[src/rtl/ldm_stm_sequencer.sv]
// Expands one LDM/STM into one micro-op per listed register, then optionally
// strobes the final base value back to Rn. Fetch/decode is frozen while busy.
module ldm_stm_sequencer #(
  parameter int ADDR_W = 32
) (
  input  logic              clk,
  input  logic              rst,
  input  logic              start,
  input  logic [15:0]       reg_list,
  input  logic [3:0]        base_rn,
  input  logic [ADDR_W-1:0] base_val,
  input  logic              load,
  input  logic              up,
  input  logic              pre,
  input  logic              wback,
  input  logic              uop_ready,
  output logic              freeze,
  output logic              uop_valid,
  output logic [3:0]        uop_reg,
  output logic [ADDR_W-1:0] uop_addr,
  output logic              uop_load,
  output logic              uop_last,
  output logic              base_wb_en,
  output logic [3:0]        base_wb_dest,
  output logic [ADDR_W-1:0] base_wb_val
);

  typedef enum logic [1:0] {IDLE, CALC, ISSUE, WB} state_t;

  localparam logic [ADDR_W-1:0] WORD = ADDR_W'(4);

  state_t            state, state_nx;
  logic [15:0]       list_q;
  logic [3:0]        rn_q;
  logic              load_q, up_q, pre_q, wback_q, wb_go_q;
  logic [ADDR_W-1:0] base_q, addr_q, final_q;

  logic [4:0]        count;
  logic [ADDR_W-1:0] span, start_addr;
  logic [15:0]       lowest;
  logic [3:0]        lowest_idx;
  logic              one_left;

  // NOTE: every combinational output gets a default before any branch so no latch is inferred.
  always_comb begin
    count = '0;
    for (int i = 0; i < 16; i++) count = count + 5'(list_q[i]);
  end

  assign span = ADDR_W'(count) << 2;

  always_comb begin
    start_addr = base_q;
    case ({pre_q, up_q})
      2'b01:   start_addr = base_q;
      2'b11:   start_addr = base_q + WORD;
      2'b00:   start_addr = base_q - span + WORD;
      default: start_addr = base_q - span;
    endcase
  end

  always_comb begin
    lowest_idx = '0;
    for (int i = 15; i >= 0; i--) if (list_q[i]) lowest_idx = 4'(i);
  end

  assign lowest   = list_q & (~list_q + 16'd1);
  assign one_left = (list_q != 16'd0) && ((list_q & (list_q - 16'd1)) == 16'd0);

  always_comb begin
    state_nx = state;
    case (state)
      IDLE:    if (start) state_nx = CALC;
      CALC:    state_nx = (count == 5'd0) ? IDLE : ISSUE;
      ISSUE:   if (uop_ready && one_left) state_nx = wb_go_q ? WB : IDLE;
      default: state_nx = IDLE;
    endcase
  end

  // NOTE: sequential state uses non-blocking assignments so all registers update from pre-edge values.
  always_ff @(posedge clk) begin
    if (rst) state <= IDLE;
    else     state <= state_nx;
  end

  always_ff @(posedge clk) begin
    if (rst) begin
      list_q  <= '0;
      rn_q    <= '0;
      load_q  <= 1'b0;
      up_q    <= 1'b0;
      pre_q   <= 1'b0;
      wback_q <= 1'b0;
      wb_go_q <= 1'b0;
      base_q  <= '0;
      addr_q  <= '0;
      final_q <= '0;
    end else begin
      case (state)
        IDLE: if (start) begin
          list_q  <= reg_list;
          rn_q    <= base_rn;
          load_q  <= load;
          up_q    <= up;
          pre_q   <= pre;
          wback_q <= wback;
          base_q  <= base_val;
        end
        CALC: begin
          addr_q  <= start_addr;
          final_q <= up_q ? base_q + span : base_q - span;
          // A loaded base overrides write-back, so decide it before bits are consumed.
          wb_go_q <= wback_q && !(load_q && list_q[rn_q]);
        end
        ISSUE: if (uop_ready) begin
          list_q <= list_q & ~lowest;
          addr_q <= addr_q + WORD;
        end
        default: ;
      endcase
    end
  end

  assign freeze       = (state != IDLE);
  assign uop_valid    = (state == ISSUE);
  assign uop_reg      = lowest_idx;
  assign uop_addr     = addr_q;
  assign uop_load     = load_q;
  assign uop_last     = (state == ISSUE) && one_left;
  assign base_wb_en   = (state == WB);
  assign base_wb_dest = rn_q;
  assign base_wb_val  = final_q;

endmodule

[config.mk]
export PLATFORM = sky130hd
export DESIGN_NAME = ldm_stm_sequencer
export DESIGN_NICKNAME = d
export VERILOG_FILES = /design/src/rtl/ldm_stm_sequencer.sv
export SDC_FILE = /design/constraint.sdc
export NUM_CORES = 1
export LEC_CHECK = 0
export BUFFER_PORTS_ARGS = -buffer_cell sky130_fd_sc_hd__buf_2
export CAP_MARGIN = 20
export CORE_ASPECT_RATIO = 1.25
export CORE_MARGIN = 10
export CORE_UTILIZATION = 64
export CTS_CLUSTER_SIZE = 12
export DETAILED_ROUTE_END_ITERATION = 10
export HOLD_SLACK_MARGIN = 0.03
export PLACE_DENSITY = 0.88
export SLEW_MARGIN = 20
export SYNTH_ARGS = -nofsm -noshare
export SYNTH_HDL_FRONTEND = slang
export SYNTH_SLANG_ARGS = --single-unit
[constraint.sdc]
create_clock -name clk -period 20.7 [get_ports clk]
set_clock_uncertainty 0.1 [all_clocks]
set_input_delay 1.035 -clock clk [delete_from_list [all_inputs] [get_ports clk]]
set_output_delay 1.035 -clock clk [all_outputs]
set_load 0.01 [all_outputs]
==> results.md <==
- Status: complete, no violations
- Core ar.: 0.0150 mm^2
- Clock buffer depth: 2
- Multi-input logic area: 0.00673 mm^2
- Hold-fix buffers at CTS: 0
- Crit. Startpoint: list_q[9]
- Clk_lat worst skew: 430 ps
- Final Cycle Share: 35.6%
- Synth cell types: 76
- Gpl congestion: 0.980
- H-Tree Depth: 4
- Critical Path End Type: flip-flop
- Hold Crit Class: reg -> reg
- Synthesized area: 0.00977 mm^2
- Reg2reg start: list_q[9]
- Sequential-to-total area share from yosys stat: 25.2%
- FF-to-FF End: uop_addr[23]
- Max Slew Vio Count: 0
- Power per cell area: 185 mW/mm^2
- WS Path Type: reg -> reg
- Yosys warnings: 0
- Minimum hold slack: 348 ps
- First-pass DRT Iterations: 6
- Layout cell share with drive strength beyond 1: 14.9%
- GRT Util Overall: 31.5%
- Antenna violations before repair: 0
- Filler Cells Inserted: 1,275
- Mapped Nets: 1,473
- Post-CTS Resized: 0
- Total grt overflow: 0
- Maxcap violations: 0
- Synth-to-layout area growth: 12.0%
- CP Data Arrival Time: 7540 ps
- Number of global-route vias before repair: 10,300
- Endpoints failing hold: 0
- Residual DRC: 0
- R2r setup slk: 13,330 ps
- DR iter-0 viols: 1,034
- Pin count of the biggest net entering global routing: 70
- Vias per inst: 6.61
- Ports: 137
- Setup Buffers After CTS: 0
- Via count: 10,800
- Worst setup endpoint: uop_addr[23]
- Final setup vio count: 0
- Clock slew seen by the registers of the worst setup and hold paths: 60 ps
- Async set or reset register ratio after synthesis: 0%
- Final WL: 32,900 um
- Cell count of the worst reg-to-reg path: 21
- Register area: 0.00246 mm^2
- Syn avg cell area: 7.09 um^2
- Die Ht: 158 um
- Clock sinks: 123
- EDFF count, synth: 0
- FF+latch count, synth: 123
- Clk root buf: clkbuf_16
- Final nets: 1,537
- RSZ-0062 raised after global routing: false
- Die W: 131 um
- CTS tree: built
- WP data required: 20,870 ps
- TNS Setup: 0 ps
- Max IR drop VDD: 0.156 mV
- Mapped Cells: 1,378
- Final ANT Viol Nets: 0
- Least-Margin Pin Slew: 978 ps
- Hpwl dp: 24,000 um
- Ys flop type: dfxtp_1
- Startpoint type of the worst setup path: flip-flop
- Die area: 0.0206 mm^2
- First-pass GRT wire length: 52,400 um
- Rel. slew slack: 34.2%
- Min Tclk post-route: 7370 ps
- Leakage power: 4.22 nW
- Row count: 50
- Ant. Diodes: 0
- Crit-path max FO: 10
- F_max: 136 MHz
- TritonCTS buffer count: 17
- Port bufs: 136
- Initial Util: 65.1%
- Routed wire length per instance: 20.1 um
## synthesized netlist by cell type (all sizes together), types with 7 or more instances
library cell / instances / area share (%)
or3: 19 / 1.2
nand2b: 9 / 0.58
ha: 23 / 2.9
nor3b: 7 / 0.54
mux2i: 7 / 0.72
nand2: 209 / 8.0
xnor2: 58 / 5.2
nor4: 28 / 2.2
a22oi: 13 / 1.0
o21ai: 83 / 4.3
or4: 13 / 1.1
a311oi: 8 / 0.72
nor2: 131 / 5.1
buf: 17 / 0.76
clkbuf: 87 / 3.3
a31oi: 14 / 0.90
nor2b: 12 / 0.77
dfxtp: 123 / 25
and3: 14 / 0.90
a211oi: 22 / 1.7
nand3b: 8 / 0.61
o31ai: 9 / 0.69
a2111oi: 7 / 0.76
o211ai: 7 / 0.54
and2: 8 / 0.51
fa: 12 / 2.5
a21oi: 149 / 7.6
xor2: 37 / 3.3
o221ai: 7 / 0.63
inv: 53 / 2.0
nand3: 38 / 1.9
nand4: 21 / 1.4
nor3: 39 / 2.0
o22ai: 13 / 0.83
## how the worst min path moves through the flow
stage / from / end / slack [ps] / cells past startpoint
after floorplan: wback_q / wback_q / 340 / 2
after global placement: base_wb_val[30] / base_wb_val[30] / 340 / 2
after detailed placement: base_wb_val[10] / base_wb_val[10] / 340 / 2
after CTS: base_wb_val[10] / base_wb_val[10] / 350 / 2
after global routing: base_wb_val[21] / base_wb_val[21] / 370 / 2
final: base_wb_val[19] / base_wb_val[19] / 350 / 2
## routing by layer
layer / wire [um] / track usage (%) / part of all wire (%)
met1: 12000 / 33.5 / 37
met2: 16600 / 55.2 / 50
met3: 2160 / 5.89 / 6.6
met4: 2150 / 21.3 / 6.5
met5: 0 / 0 / 0
## flip-flops by register name (all words and copies together), names as in the netlist, 2 cells and up
register	flops
base_wb_dest	4
base_wb_val	32
base_q	32
uop_addr	32
list_q	16
state	2
## final cells by class
| cell class | count | area share [%] |
|---|---|---|
| tap | 182 | 2.08 |
| sequential | 123 | 22.5 |
| clock inverter | 13 | 0.892 |
| timing repair buffer | 149 | 7.13 |
| multi-input combinational | 1096 | 61.5 |
| clock buffer | 18 | 4.01 |
| inverter | 55 | 1.89 |
## cells in the final DEF, fill, tap and decap left out, drive strengths merged, types with 8 or more instances in the layout
master / synthesis / routed
o31ai: 9 / 9
fa: 12 / 12
a31oi: 14 / 14
buf: 17 / 149
nand3: 38 / 38
o21ai: 83 / 83
nor4: 28 / 28
dfxtp: 123 / 123
clkbuf: 87 / 18
xor2: 37 / 37
clkinv: 2 / 13
nor2: 131 / 131
a211oi: 22 / 22
inv: 53 / 54
ha: 23 / 23
or3: 19 / 19
xnor2: 58 / 58
and3: 14 / 14
a22oi: 13 / 13
a21oi: 149 / 149
nand2: 209 / 209
nand3b: 8 / 8
nand2b: 9 / 9
a311oi: 8 / 8
nand4: 21 / 21
and2: 8 / 8
o22ai: 13 / 13
or4: 13 / 13
nor3: 39 / 39
nor2b: 12 / 12
## logic make-up (layout without fill, tap and decap cells)
| group | Yosys count | after routing | share of synthesized area [%] |
|---|---|---|---|
| AND/OR/NAND/NOR | 572 | 572 | 28.7 |
| AO/OA/AOI/OAI | 380 | 380 | 23.9 |
| XOR/XNOR | 95 | 95 | 8.51 |
| buffers and inverters | 159 | 235 | 6.21 |
| multiplexers | 13 | 13 | 1.98 |
| adder cells (fa/ha/maj) | 36 | 36 | 5.51 |
| flip-flops | 123 | 123 | 25.2 |
## worst max-delay path, cell delays in order, from the launching register on
cell      delay, ps
dfxtp_1         490
inv_1           150
fa_1            550
fa_1            450
fa_1            550
fa_1            410
inv_1            60
ha_1            150
inv_1            60
fa_1            400
xor2_1          190
inv_1            80
ha_1            390
nor2b_1         390
a2111o_1        280
nand3_1         290
xor2_1          290
nor4_1          870
nand4_2         390
or3_1           470
nand3_1         120
a211oi_1         90
## through the flow
step                      std cells  area (um^2)  setup slack (ps)  power, W  util [%]
after floorplan                1378         9770             14150   0.00135         -
after global placement         1605        10400             13540   0.00169      69.2
after detailed placement       1605        10400             13390   0.00171      69.2
after CTS                      1636        10900             13370   0.00199      72.8
after global routing           1636        10900             12830   0.00217      72.9
final                          1636        10900             13330   0.00203      72.9
## power breakdown
part / switching, W / internal (W) / total, W
Clock: 0.000116 / 0.000156 / 0.000272
Combinational: 0.000877 / 0.000509 / 0.00139
Sequential: 0.0000835 / 0.000287 / 0.000370
Total: 0.00108 / 0.000951 / 0.00203
No activity file was read; power rests on OpenSTA's default activity.
